**src/rtl/hs_mem_bank.sv**
```systemverilog
// ============================================================================
// hs_mem_bank
// ----------------------------------------------------------------------------
// Handshake memory bank. NUM_LD independent load channels and one store channel
// share one flop array. Round-robin arbitration grants at most one access per
// cycle. Every committed store returns a done token on a separate
// valid/ready port.
//
// Optional feature (compile-time macro):
//   HS_MEM_OOR_CHECK_EN : when defined, a sticky oor_err flag records any load
//                         or store fire whose address is >= DEPTH. When not
//                         defined, oor_err is tied to 0.
//
// Parameters:
//   DATA_W   data width of every channel
//   ADDR_W   address width of every channel
//   DEPTH    number of stored words (1..2^ADDR_W, at most 256)
//   NUM_LD   number of load channels (1..8)
//   DONE_MAX maximum number of outstanding store-done tokens
//
// Ports:
//   clock, reset              rising-edge clock, async active-high reset
//   ld_addr / ld_addr_valid / ld_addr_ready
//                             per-channel load request (packed, channel i at
//                             [i*ADDR_W +: ADDR_W]); ready is the grant
//   ld_data / ld_data_valid / ld_data_ready
//                             per-channel load response (packed like ld_addr)
//   st_addr / st_data / st_valid / st_ready
//                             store request; ready is the grant
//   st_done_valid / st_done_ready
//                             one token per committed store
//   oor_err                   sticky out-of-range flag
//
// Handshake semantics (all ports): a transfer happens at a rising clock edge
// where valid and ready are both 1. A producer keeps valid high and its
// payload stable until that transfer; ready may depend combinationally on the
// same-cycle valid.
// ============================================================================
module hs_mem_bank #(
    parameter int DATA_W   = 32,
    parameter int ADDR_W   = 4,
    parameter int DEPTH    = 16,
    parameter int NUM_LD   = 2,
    parameter int DONE_MAX = 4
) (
    input  logic                     clock,
    input  logic                     reset,
    input  logic [NUM_LD*ADDR_W-1:0] ld_addr,
    input  logic [NUM_LD-1:0]        ld_addr_valid,
    output logic [NUM_LD-1:0]        ld_addr_ready,
    output logic [NUM_LD*DATA_W-1:0] ld_data,
    output logic [NUM_LD-1:0]        ld_data_valid,
    input  logic [NUM_LD-1:0]        ld_data_ready,
    input  logic [ADDR_W-1:0]        st_addr,
    input  logic [DATA_W-1:0]        st_data,
    input  logic                     st_valid,
    output logic                     st_ready,
    output logic                     st_done_valid,
    input  logic                     st_done_ready,
    output logic                     oor_err
);

    // Requesters 0..NUM_LD-1 are the loads, requester NUM_LD is the store.
    localparam int NREQ   = NUM_LD + 1;
    localparam int RR_W   = $clog2(NREQ);
    localparam int PEND_W = $clog2(DONE_MAX + 1);
    localparam int IDX_W  = (DEPTH > 1) ? $clog2(DEPTH) : 1;

    // One extra bit so "addr < DEPTH" is a true compare even when DEPTH is
    // exactly 2^ADDR_W.
    localparam logic [ADDR_W:0]   DEPTH_C  = (ADDR_W + 1)'(DEPTH);
    localparam logic [PEND_W-1:0] PEND_MAX = PEND_W'(DONE_MAX);
    localparam logic [RR_W-1:0]   ST_REQ   = RR_W'(NUM_LD);

    // ------------------------------------------------------------------
    // State
    // ------------------------------------------------------------------
    logic [DATA_W-1:0] mem [DEPTH];     // storage, intentionally not reset
    logic [RR_W-1:0]   rr;              // round-robin search start
    logic [PEND_W-1:0] pend;            // outstanding done tokens
    logic              done_valid_q;    // registered (pend != 0)

    // ------------------------------------------------------------------
    // Arbitration
    // ------------------------------------------------------------------
    logic [NREQ-1:0] elig;
    logic            gnt_any;
    logic [RR_W-1:0] gnt_idx;
    logic [RR_W-1:0] probe;
    logic            st_fire;

    // A load may be granted when its output slot is empty or is being
    // drained at this same edge, so a single channel sustains 1 load/cycle.
    always_comb begin
        elig = '0;
        for (int i = 0; i < NUM_LD; i++) begin
            elig[i] = ld_addr_valid[i] && (!ld_data_valid[i] || ld_data_ready[i]);
        end
        elig[NUM_LD] = st_valid && (pend != PEND_MAX);
    end

    // First eligible requester at or after rr, wrapping at NREQ.
    always_comb begin
        gnt_any = 1'b0;
        gnt_idx = '0;
        probe   = '0;
        for (int k = 0; k < NREQ; k++) begin
            if (int'(rr) + k >= NREQ) begin
                probe = RR_W'(int'(rr) + k - NREQ);
            end else begin
                probe = RR_W'(int'(rr) + k);
            end
            if (!gnt_any && elig[probe]) begin
                gnt_any = 1'b1;
                gnt_idx = probe;
            end
        end
    end

    // Grants are suppressed while reset is held so no ready is ever seen
    // asserted during reset.
    always_comb begin
        ld_addr_ready = '0;
        for (int i = 0; i < NUM_LD; i++) begin
            ld_addr_ready[i] = gnt_any && !reset && (gnt_idx == RR_W'(i));
        end
        st_ready = gnt_any && !reset && (gnt_idx == ST_REQ);
    end

    assign st_fire = st_ready;

    // ------------------------------------------------------------------
    // Read path: only one load fires per cycle, so a single read port
    // addressed by the granted channel serves every channel.
    // ------------------------------------------------------------------
    logic [ADDR_W-1:0] rd_addr;
    logic              rd_in_range;
    logic [DATA_W-1:0] rd_word;
    logic              st_in_range;

    always_comb begin
        rd_addr = '0;
        for (int i = 0; i < NUM_LD; i++) begin
            if (gnt_idx == RR_W'(i)) begin
                rd_addr = ld_addr[i*ADDR_W +: ADDR_W];
            end
        end
    end

    assign rd_in_range = ({1'b0, rd_addr} < DEPTH_C);
    assign st_in_range = ({1'b0, st_addr} < DEPTH_C);

    // Out-of-range loads return zero rather than aliasing into the array.
    assign rd_word = rd_in_range ? mem[rd_addr[IDX_W-1:0]] : '0;

    // ------------------------------------------------------------------
    // Write path. A load granted in the cycle after a store already sees
    // the written word because the write lands at the store's edge.
    // Out-of-range stores are granted and tokened but never written.
    // ------------------------------------------------------------------
    always_ff @(posedge clock) begin
        if (st_fire && st_in_range) begin
            mem[st_addr[IDX_W-1:0]] <= st_data;
        end
    end

    // ------------------------------------------------------------------
    // Done-token counter
    // ------------------------------------------------------------------
    logic              done_take;
    logic [PEND_W-1:0] pend_next;

    assign done_take = done_valid_q && st_done_ready;

    always_comb begin
        pend_next = pend;
        case ({st_fire, done_take})
            2'b10:   pend_next = pend + PEND_W'(1);
            2'b01:   pend_next = pend - PEND_W'(1);
            default: pend_next = pend;
        endcase
    end

    assign st_done_valid = done_valid_q;

    // ------------------------------------------------------------------
    // Control and load output registers
    // ------------------------------------------------------------------
    always_ff @(posedge clock or posedge reset) begin
        if (reset) begin
            rr            <= '0;
            pend          <= '0;
            done_valid_q  <= 1'b0;
            ld_data_valid <= '0;
            ld_data       <= '0;
        end else begin
            if (gnt_any) begin
                rr <= (gnt_idx == ST_REQ) ? '0 : gnt_idx + RR_W'(1);
            end

            // A fire refills the slot; otherwise a completed handshake
            // empties it. ld_data is only loaded on a fire, so it is held
            // stable while valid && !ready.
            for (int i = 0; i < NUM_LD; i++) begin
                if (ld_addr_ready[i]) begin
                    ld_data[i*DATA_W +: DATA_W] <= rd_word;
                    ld_data_valid[i]            <= 1'b1;
                end else if (ld_data_valid[i] && ld_data_ready[i]) begin
                    ld_data_valid[i] <= 1'b0;
                end
            end

            pend         <= pend_next;
            done_valid_q <= (pend_next != '0);
        end
    end

    // ------------------------------------------------------------------
    // Out-of-range reporting
    // ------------------------------------------------------------------
`ifdef HS_MEM_OOR_CHECK_EN
    logic oor_q;

    always_ff @(posedge clock or posedge reset) begin
        if (reset) begin
            oor_q <= 1'b0;
        end else if (((|ld_addr_ready) && !rd_in_range) || (st_fire && !st_in_range)) begin
            oor_q <= 1'b1;
        end
    end

    assign oor_err = oor_q;
`else
    assign oor_err = 1'b0;
`endif

endmodule

```
**config.mk**
```make
export PLATFORM = sky130hd
export DESIGN_NAME = hs_mem_bank
export DESIGN_NICKNAME = d
export VERILOG_FILES = /design/src/rtl/hs_mem_bank.sv
export SDC_FILE = /design/constraint.sdc
export NUM_CORES = 1
export LEC_CHECK = 0
export CORE_MARGIN = 8
export CORE_UTILIZATION = 51
export DETAILED_ROUTE_END_ITERATION = 12
export GPL_TIMING_DRIVEN = 0
export PLACE_DENSITY_LB_ADDON = 0.3
export SLEW_MARGIN = 20
export SYNTH_ARGS = -nofsm -noshare
export SYNTH_HDL_FRONTEND = slang
export SYNTH_SLANG_ARGS = --single-unit
```
**constraint.sdc**
```tcl
create_clock -name clock -period 6.77 [get_ports clock]
set_input_delay 1.0155 -clock clock [delete_from_list [all_inputs] [get_ports clock]]
set_output_delay 1.0155 -clock clock [all_outputs]
set_load 0.02 [all_outputs]
```
==> Yosys cells after proc, flatten, opt, wreduce, memory -nomap -nowiden <==
Memory sizes are Yosys's and may differ from the RTL's.
Cells that the tools add are included.
{ "word_totals": {"ff_bits": 72, "ramBits": 512, "mem_count": 1} }
{ "op_classes": {"addsub": 8, "magnitude_cmp": 6, "eq_ne": 5, "n_mux": 25, "n_reduce_logical": 23} }
{ "memory_table": {"columns": ["memory", "words", "width", "rd", "rd_clocked_by_memory_dff", "write_ports", "line", "rtl"], "rows": [
  ["mem", 16, 32, 1, 0, 1, "78", "logic [DATA_W-1:0] mem [DEPTH];"]
]} }
{ "ops": {"columns": ["cell", "count"], "rows": [
  ["2-bit two-way mux", 7],
  ["1-bit logical AND", 12],
  ["1-bit two-way mux", 12],
  ["2-bit by 3-bit < comparator with 1-bit output, second input constant", 3],
  ["4-bit two-way mux", 2],
  ["1-bit binary-select mux with 2-bit select", 3],
  ["3-bit by 2-bit greater-or-equal comparator with 1-bit output, second input constant", 2],
  ["3-bit case mux with 2 select lines", 1],
  ["1-bit logical NOT", 5],
  ["2-bit by 1-bit == test with 1-bit output, second input constant", 2],
  ["2-bit == test, second input constant", 2],
  ["2-bit nonzero test", 2],
  ["2-bit by 1-bit subtractor with 2-bit output, second input constant", 2],
  ["2-bit by 1-bit adder with 3-bit output, second input constant", 1],
  ["2-bit by 2-bit adder with 3-bit output, second input constant", 1],
  ["3-bit by 1-bit adder with 3-bit output, second input constant", 1],
  ["3-bit != test, second input constant", 1],
  ["3-bit nonzero test", 1],
  ["3-bit by 1-bit subtractor with 3-bit output, second input constant", 1],
  ["2-bit by 1-bit adder with 2-bit output, second input constant", 1],
  ["2-bit greater-or-equal comparator, second input constant", 1],
  ["2-bit logical NOT", 1],
  ["1-bit logical OR", 2],
  ["2-bit subtractor, second input constant", 1]
]} }

==> Longest topological paths before layout <==
Gate-level depths: netlist of the first run.
{ "logic_depth": {"word_depth": 17, "depth_mapped": 14, "depth_no_buf": 13} }

==> Worst setup path after synthesis of the first run <==
OpenSTA, ideal clock, no wires.
{ "synth_timing": {"kind": "input to register", "from": "in ld_data_ready[0]", "to": "mem mem[0][0] (enable)", "setup_ns": 0.461, "arrival_ns": 4.717, "required_ns": 6.309, "setup_slack_ns": 1.591, "cell_stages": 8, "path_buffers": 1, "path_cell_list": "nand2b_1 a21bo_2 a221oi_1 a21oi_1 or3_1 clkbuf_1 or3_1 nor3_1"} }
{ "synth_between": {"elab_chain_cells": 15, "word_cells_on_any_way": 23, "classes_between": "eq/ne (1); mux (14); reduce/logical (8)"} }
{ "synth_rtl": {"columns": ["item", "line", "rtl"], "rows": [
  ["start: declaration", "53", "input logic [NUM_LD-1:0] ld_data_ready,"],
  ["1-bit logical OR *", "97", "elig[i] = ld_addr_valid[i] && (!ld_data_valid[i] || ld_data_ready[i]);"],
  ["1-bit logical AND *", "97", null],
  ["1-bit binary-select mux with 2-bit select", "113", "if (!gnt_any && elig[probe]) begin"],
  ["1-bit two-way mux (implied by the code)", "113", null],
  ["1-bit two-way mux", "113", null],
  ["1-bit logical NOT", "113", null],
  ["1-bit logical AND", "113", null],
  ["1-bit two-way mux", "113", null],
  ["1-bit logical NOT", "113", null],
  ["1-bit logical AND", "113", null],
  ["2-bit two-way mux or 1-bit two-way mux (tied branches)", "113", null],
  ["2-bit == test or 1-bit logical AND (tied branches)", "127", "st_ready = gnt_any && !reset && (gnt_idx == ST_REQ);"],
  ["1-bit logical AND *", "127", null],
  ["1-bit two-way mux *", "162", "if (st_fire && st_in_range) begin"],
  ["1-bit two-way mux (implied by the code) *", "163", "mem[st_addr[IDX_W-1:0]] <= st_data;"],
  ["end: declaration", "78", null]
]} }
Mark *: on every way between the ends. The rest lies on a longest branch, timed or not. The select of a mux whose other input is x is not followed.

==> Worst setup path after layout of the first run <==
{ "layout_timing": {"from": "in ld_data_ready[0]", "to": "out ld_addr_ready[1]"} }
{ "layout_between": {"elab_chain_cells": 13, "word_cells_on_any_way": 21, "classes_between": "eq/ne (1); mux (12); reduce/logical (8)"} }
{ "layout_rtl": {"columns": ["item", "line", "rtl"], "rows": [
  ["1-bit logical OR *", "97", null],
  ["1-bit logical AND *", "97", null],
  ["1-bit binary-select mux with 2-bit select", "113", null],
  ["1-bit two-way mux (implied by the code)", "113", null],
  ["1-bit two-way mux", "113", null],
  ["1-bit logical NOT", "113", null],
  ["1-bit logical AND", "113", null],
  ["1-bit two-way mux", "113", null],
  ["1-bit logical NOT", "113", null],
  ["1-bit logical AND", "113", null],
  ["2-bit two-way mux or 1-bit two-way mux (tied branches)", "113", null],
  ["2-bit by 1-bit == test with 1-bit output or 1-bit logical AND (tied branches)", "125", "ld_addr_ready[i] = gnt_any && !reset && (gnt_idx == RR_W'(i));"],
  ["1-bit logical AND *", "125", null],
  ["end: declaration", "50", "output logic [NUM_LD-1:0] ld_addr_ready,"]
]} }
Marks and branches as above.

==> results of run 1 <==
worst max-delay path, delay by kind of cell:
| family | cells | cell delay [ns] |
|---|---|---|
| AOI/OAI and AO/OA | 2 | 0.66 |
| buffers and inverters | 4 | 2.06 |
| and+or+nand+nor | 3 | 0.92 |
where the power goes:
group | switching, mW | internal (mW)
sequential | 0.153 | 4.17
clock | 1.34 | 1.78
combinational | 3.18 | 1.70
layout make-up:
class                   instances  area, µm²
multi-input cells             885       5900
clock buffers                  77       1610
clock inverters                31        239
repair buffers                153       1710
plain buffers                 102        515
inverters                      10       40.0
well taps                     600        751
fillers                      3363      17500
flip-flops and latches        584      17200
layout by cell type (no fill, tap or decap), types with 20 or more instances in the layout:
cell,synthesis,layout
a211oi_1,99,99
a32o_1,36,36
and3_1,117,117
buf_2,36,36
buf_4,11,22
clkbuf_1,46,57
clkbuf_16,0,59
clkdlybuf4s50_1,0,121
dfrtp_1,72,72
edfxtp_1,512,512
mux2i_1,75,75
nand2_1,201,201
nand3_1,31,31
nor2_1,39,27
o21ai_0,20,20
o21ai_1,24,24
o31ai_1,36,36
path summary, 6_finish.rpt:
kind                                   from                to  slack [ns]  depth (start not counted)
setup / recovery           ld_data_ready[0]  ld_addr_ready[1]        1.08                          9
hold / removal                  ld_data[19]       ld_data[19]        0.48                          2
setup reg to reg                      rr[0]       ld_data[24]        2.60                         12
hold reg to reg                 ld_data[19]       ld_data[19]        0.48                          2
max in group asynchronous             reset       ld_data[28]        5.22                          3
min in group asynchronous             reset  ld_data_valid[1]        0.88                          2
Yosys cell counts, types with 5 or more instances:
master	instances
o31ai_1	36
buf_6	6
nand3_1	31
dfrtp_1	72
o21ai_1	24
nand2_1	201
o31a_1	17
and3_1	117
a21boi_0	19
nor3_1	7
o21bai_1	17
a21oi_1	14
nand4_1	6
inv_1	10
a32oi_1	19
a221oi_1	11
buf_4	11
a211oi_1	99
nor2_1	39
buf_2	36
clkbuf_1	46
mux2_2	5
or4_1	19
edfxtp_1	512
a32o_1	36
o21ai_0	20
a31oi_1	11
mux2i_1	75
metal layers:
| layer | wire (µm) | vias to the layer above |
|---|---|---|
| met5 | 27 | - |
| met4 | 3480 | 4 |
| met3 | 7100 | 180 |
| met2 | 31300 | 966 |
| met1 | 26300 | 7810 |
| li1 | - | 6643 |
logic make-up after synthesis:
logic type | synth area share (%)
fa+ha+maj | 0.245
flops | 73.1
simple gates | 9.24
mux | 3.48
compound gates | 11.5
other cells | 0.0160
buf+inv | 2.35
xor+xnor | 0.112
state kept, by name (all words and copies together), names as in the netlist:
register and flops:
ld_data 64, ld_data_valid 2, mem 512, pend 3
rr 2, st_done_valid 1
metrics by stage:
step	TNS, ns	util, %
after floorplan	0	-
after global placement	-182.08	56.0
after detailed placement	0	57.4
after CTS	0	61.4
after global routing	0	61.4
final	0	61.4
==> metrics.md, run 1 <==
| Metric | Value |
|---|---|
| First-pass GRT wire length | approximately 100000 µm |
| Die Y | 231 µm |
| Post-DP HPWL | 46000 µm |
| CP max stage cell | clkdlybuf4s50_1 |
| Met1 Resource Use GR | 33.1% |
| Worst slack at placement | 1.28 ns |
| Post-synth top area cell | edfxtp_1 |
| Final instance area | 27900 µm² |
| Synthesized area per cell | 14.9 µm² |
| Slew Limit Fails | 0 |
| Synth Register Bits | 584 |
| Pre-Repair DR Iteration Count | 6 |
| WP data required | 5.75 ns |
| Hold_buf cts | 0 |
| CP Max Fanout | 10 |
| Quantity of gates resized following cts | 0 |
| Top FF cell, synth | edfxtp_1 |
| Synth cell types | 67 |
| Critical path cell sequence | clkdlybuf4s50_1 -> nand2b_1 -> a21bo_2 -> a21oi_2 -> and3_1 -> nand2_1 -> inv_1 -> clkbuf_1 -> clkdlybuf4s50_1 |
| CTS tree | built |
| Pwr dens | 441 nW/µm² |
| Synthesized instance count | between 1500 and 2000 |
| Vias in the first global route | 15600 |
| Total GRT Usage | 25.2% |
| Fin. Hold Viols | 0 |
| GRT overflow | 0 |
| Seq/Total Area, Yosys | 73.1% |
| Worst rel slew slack | 20.1% |
| Core Region | around 45000 µm² |
| CP arrival | 4.67 ns |
| Synth-to-layout area growth | 18.9% |
| Final setup fails | 0 |
| Drc violations | 0 |
| Total chip power | approximately 12 mW |
| Cts bufs inserted | 57 |
| Placed cell area | 26100 µm² |
| Sink Count | 584 |
| Share of the synthesized area in the top cell type | 65.4% |
| RSZ-0062 raised after global routing | no |
| Cell Area, Synth | 23500 µm² |
| Initial antenna violation count | 2 |
| Synth area leaders | edfxtp_1 65%, dfrtp_1 7.7%, nand2_1 3.2%, mux2i_1 3.2%, a211oi_1 3.2% |
| Post-synth EDFFs | between 500 and 600 |
| Die area | 53200 µm² |
| Clk_lat worst skew | slightly above 0.6 ns |
| Rows | 78 |
| Share of cells above drive strength 1 | 11.9% |
| Fin crit share | between 80% and 90% |
| Largest stage delay on the critical path | between 0.7 and 0.8 ns |
| Critical path type | primary input to output port |
| Post-CTS Setup Inserts | 0 |
| Drt via density | 6.39 |
| Number of synthesis warnings | 0 |
| Die width | about 230 µm |
| Outcome | completed |
| Crit start category | primary input |
| Setup Skew | 0.0279 ns |
| P_leak | 9.70 nW |
| Busiest layer in global routing | met2 |
| Ports | 123 |
| Final wirelength | 68300 µm |
| Least-Margin Pin Slew | 1.20 ns |
| Clock root buffer master | clkbuf_16 |
| Final RePlAce weighted congestion | 0.893 |
| Maximum clock path buffer count | 3 |
| Mapped Nets | 1637 |
| Placed cells | 2334 |
| Hold Slack | 0.483 ns |
| Diodes inserted | 0 |
| Clock-pin transition on the worst setup and hold timing paths | 0.06 ns |
| Max Clock Freq | 0.176 GHz |
| Met2 Use GR | 39.6% |
| Via Count | roughly 16000 |
| Post-Layout Cell Count | roughly 2400 |
| Number of DRC markers in iteration 0 | 1814 |
| CTS H-tree lvls | 2 |
| Minimum clock period | 5.69 ns |
| Largest net degree at the start of global routing | 47 |
| Starting density of the core | 51.7% |
| FFs w/ async S/R, synth | between 10% and 20% |
| CP most frequent cell | clkdlybuf4s50_1 |
| Max-Cap Viols | 0 |
| IO buf count | between 100 and 150 |
| DR WL/cell | 28.0 µm |
| M3 GR Usage | under 10% |
| Hold Path Class | flip-flop to flip-flop |
| VDD IR max | 0.285 mV |
| CP Capture Type | output port |
| Fin worst setup slack | 1.08 ns |
| Post-route ant nets | 0 |
| Nets | roughly 1800 |
(Power assumes the default switching activity.)
==> inputs of run 2 (changes only) <==
==> constraint.sdc (replaced) <==
create_clock -name clock -period 5.85 [get_ports clock]
set_input_delay 0.8775 -clock clock [delete_from_list [all_inputs] [get_ports clock]]
set_output_delay 0.8775 -clock clock [all_outputs]
set_load 0.02 [all_outputs]
==> run 2 against run 1 <==
Net effect:
- wire length is 0.16% higher
- non-clock buffer count stayed put
- register-to-register slack worse by 0.94 ns
- power is 16% higher
- combinational power is 16% higher
- final cell count stayed put
- clock power is 16% higher
- sequential power is 16% higher
- largest cell class unchanged
- largest power group unchanged
==> metrics.md, run 2 (same netlist as run 1, synthesis figures left out) <==
| Metric | Value |
|---|---|
| Outcome | completed |
| Busiest layer in global routing | met2 |
| FF-to-FF End | ld_data[38] |
| CP Max Fanout | 10 (unchanged) |
| Post-DP HPWL | 46000 µm (unchanged) |
| CTS tree | built |
| VDD IR max | 0.330 mV (+16%) |
| Largest net degree at the start of global routing | 47 (unchanged) |
| WP data required | 4.97 ns (-0.78 ns) |
| M3 GR Usage | 5.26% (-0.012 points) |
| DR WL/cell | 28.0 µm (+0.16%) |
| Worst slack at placement | 0.634 ns (-0.644 ns) |
| Reg2reg setup slack | 1.66 ns (-0.94 ns) |
| Filler cell count | 3363 (unchanged) |
| Hold Path Class | flip-flop to flip-flop |
| Cts bufs inserted | 57 (unchanged) |
| Fin. Hold Viols | 0 (unchanged) |
| Maximum clock path buffer count | 3 (unchanged) |
| Util after Layout | 61.4% (unchanged) |
| Total GRT Usage | 25.2% (about the same) |
| Clock group share of total power | 25.3% (about the same) |
| Core Region | 45500 µm² (unchanged) |
| Multi-input combinational cell area | 5900 µm² (unchanged) |
| Post-CTS Setup Inserts | 0 (unchanged) |
| Die width | 231 µm (unchanged) |
| Setup Skew | 0.0306 ns (+0.00270 ns) |
| CP most frequent cell | clkdlybuf4s50_1 |
| GRT overflow | 0 (unchanged) |
| Hold Slack | 0.485 ns (+0.00204 ns) |
| Final RePlAce weighted congestion | 0.893 (unchanged) |
| Sw Ratio | 38.0% (+0.043 points) |
| IO buf count | 121 (unchanged) |
| Fin worst setup slack | 0.425 ns (-0.657 ns) |
| Via Count | 15600 (+0.090%) |
| Placed cells | 2334 (unchanged) |
| CP max stage cell | clkdlybuf4s50_1 |
| Die Y | 231 µm (unchanged) |
| Max Clock Freq | 0.184 GHz |
| Minimum clock period | 5.42 ns |
| Hold_buf cts | 0 (unchanged) |
| Combinational Power Share | 39.6% (about the same) |
| Leading cell type in the layout, fill and taps excluded | edfxtp_1 |
| Synth-to-layout area growth | 18.9% (unchanged) |
| R2R depth | 12 (unchanged) |
| Fin crit share | 92.7% |
| Pre-Repair DR Iteration Count | 6 (unchanged) |
| Sequential share of power | 35.0% (about the same) |
| Nets | 1849 (unchanged) |
| Final setup fails | 0 (unchanged) |
| Max reg flops | 512 (unchanged) |
| Rows | 78 (unchanged) |
| Met1 Resource Use GR | 33.2% (about the same) |
| Met2 Use GR | 39.6% (about the same) |
| Largest stage delay on the critical path | 0.76 ns (about the same) |
| Worst rel slew slack | 19.9% (-0.21 points) |
| Slew Limit Fails | 0 (unchanged) |
| Vias in the first global route | 15600 (-0.038%) |
| Max-Cap Viols | 0 (unchanged) |
| CTS H-tree lvls | 2 (unchanged) |
| Share of cells above drive strength 1 | 11.9% (unchanged) |
| WP buf/inv | 4 (unchanged) |
| Critical path cell sequence | clkdlybuf4s50_1 -> nand2b_1 -> a21bo_2 -> a21oi_2 -> and3_1 -> nand2_1 -> inv_1 -> clkbuf_1 -> clkdlybuf4s50_1 |
| Quantity of gates resized following cts | 0 (unchanged) |
| Post-Layout Cell Count | 2442 (unchanged) |
| P_sw | 5.42 mW (+16%) |
| Post-route ant nets | 0 (unchanged) |
| P_leak | 9.70 nW (unchanged) |
| Diodes inserted | 0 (unchanged) |
| Sink Count | 584 (unchanged) |
| CP Capture Type | output port |
| Hold path cells | 2 (unchanged) |
| Number of DRC markers in iteration 0 | 1868 (+3.0%) |
| Internal power | 8.86 mW (+16%) |
| Clock root buffer master | clkbuf_16 |
| CP arrival | 4.55 ns (-0.12 ns) |
| Register area | 17200 µm² (unchanged) |
| Clk_lat worst skew | 0.61 ns (about the same) |
| First-pass GRT wire length | 99700 µm (about the same) |
| Pwr dens | 511 nW/µm² (+16%) |
| Clock-pin transition on the worst setup and hold timing paths | 0.06 ns (about the same) |
| WHS Endpoint | ld_data[19] |
| Die area | 53200 µm² (unchanged) |
| Drc violations | 0 (unchanged) |
| Delay-heaviest family, CP | buffers and inverters |
| Starting density of the core | 51.7% (unchanged) |
| Least-Margin Pin Slew | 1.20 ns (-0.00126 ns) |
| Critical path type | primary input to output port |
| Initial antenna violation count | 2 (unchanged) |
| Worst min-delay path startpoint | ld_data[19] |
| Crit start category | primary input |
| Final wirelength | 68400 µm (+0.16%) |
| Reg2reg start | rr[0] |
| Most frequent cells in the layout | 512 x edfxtp_1, 201 x nand2_1, 121 x clkdlybuf4s50_1 |
| Drt via density | 6.40 (about the same) |
| RSZ-0062 raised after global routing | no |
| Ports | 123 (unchanged) |
## run 2: cell counts in the layout (fill, tap and decap cells not counted)
Identical to the previous run, type by type.
## run 2: per-layer routing
metal	part of all wire (%)	routed length, µm
met1	39	26400
met3	11	7220
met2	46	31200
met4	5.2	3550
met5	0.039	27
## run 2: area by class of cell
type,count,area share [%]
plain buffers,102,1.84
clock buffers,77,5.78
clock inverters,31,0.855
inverters,10,0.143
multi-input cells,885,21.1
flip-flops and latches,584,61.5
well taps,600,2.69
repair buffers,153,6.12
## run 2: worst register-to-register path, delay by kind of cell (launching register included)
kind,cells,cell delay [ns]
AOI/OAI and AO/OA,2,0.96
adders and majority gates,1,0.36
buffers and inverters,3,1.02
DFF,1,0.40
muxes,1,0.29
and+or+nand+nor,5,1.08
## run 2: stage by stage
| stage | total power, mW | TNS (ns) | instance area (µm²) |
|---|---|---|---|
| floorplan | 8.36 | 0 | 23500 |
| finish | 14.3 | 0 | 27900 |
| global route | 14.8 | 0 | 27900 |
| detailed placement | 10.6 | 0 | 26100 |
| global placement | 10.4 | -387.22 | 25500 |
| CTS | 14.2 | 0 | 27900 |
## run 2: power by group through the flow
stage | Combinational, mW | Sequential, mW | Clock [mW]
6_report | 5.66 | 5.00 | 3.62
2_1_floorplan | 3.06 | 5.30 | 0
4_1_cts | 5.57 | 5.00 | 3.64
3_3_place_gp | 5.37 | 5.08 | 0
3_5_place_dp | 5.53 | 5.08 | 0
5_1_grt | 5.98 | 5.03 | 3.80
## run 2: worst max-delay path by stage
stage,from,to,slack (ns),depth (start not counted)
floorplan,ld_data_ready[0],mem[0][0],0.81,8
global placement,ld_data_ready[0],mem[0][0],-2.25,9
detailed placement,ld_data_ready[0],ld_addr_ready[1],0.63,9
CTS,ld_data_ready[0],ld_addr_ready[1],0.50,9
global route,ld_data_ready[0],ld_addr_ready[1],0.37,9
finish,ld_data_ready[0],ld_addr_ready[1],0.43,9
==> inputs of run 3 (changes only) <==
--- a/config.mk
+++ b/config.mk
@@ -7,6 +7,7 @@
 export LEC_CHECK = 0
 export CORE_MARGIN = 8
 export CORE_UTILIZATION = 51
+export CTS_CLUSTER_DIAMETER = 100
 export DETAILED_ROUTE_END_ITERATION = 12
 export GPL_TIMING_DRIVEN = 0
 export PLACE_DENSITY_LB_ADDON = 0.3
==> constraint.sdc (replaced) <==
create_clock -name clock -period 5.6 [get_ports clock]
set_input_delay 0.84 -clock clock [delete_from_list [all_inputs] [get_ports clock]]
set_output_delay 0.84 -clock clock [all_outputs]
set_load 0.02 [all_outputs]
==> results of run 3 <==
The final DEF is identical to that of run 2. Status: completed.
Among the figures that moved: setup slack after placement 0.634 ns -> 0.459 ns; setup slack after layout 0.425 ns -> 0.250 ns; register-to-register setup slack 1.66 ns -> 1.41 ns; total power 14.3 mW -> 14.9 mW; worst IR drop on VDD 0.330 mV -> 0.344 mV
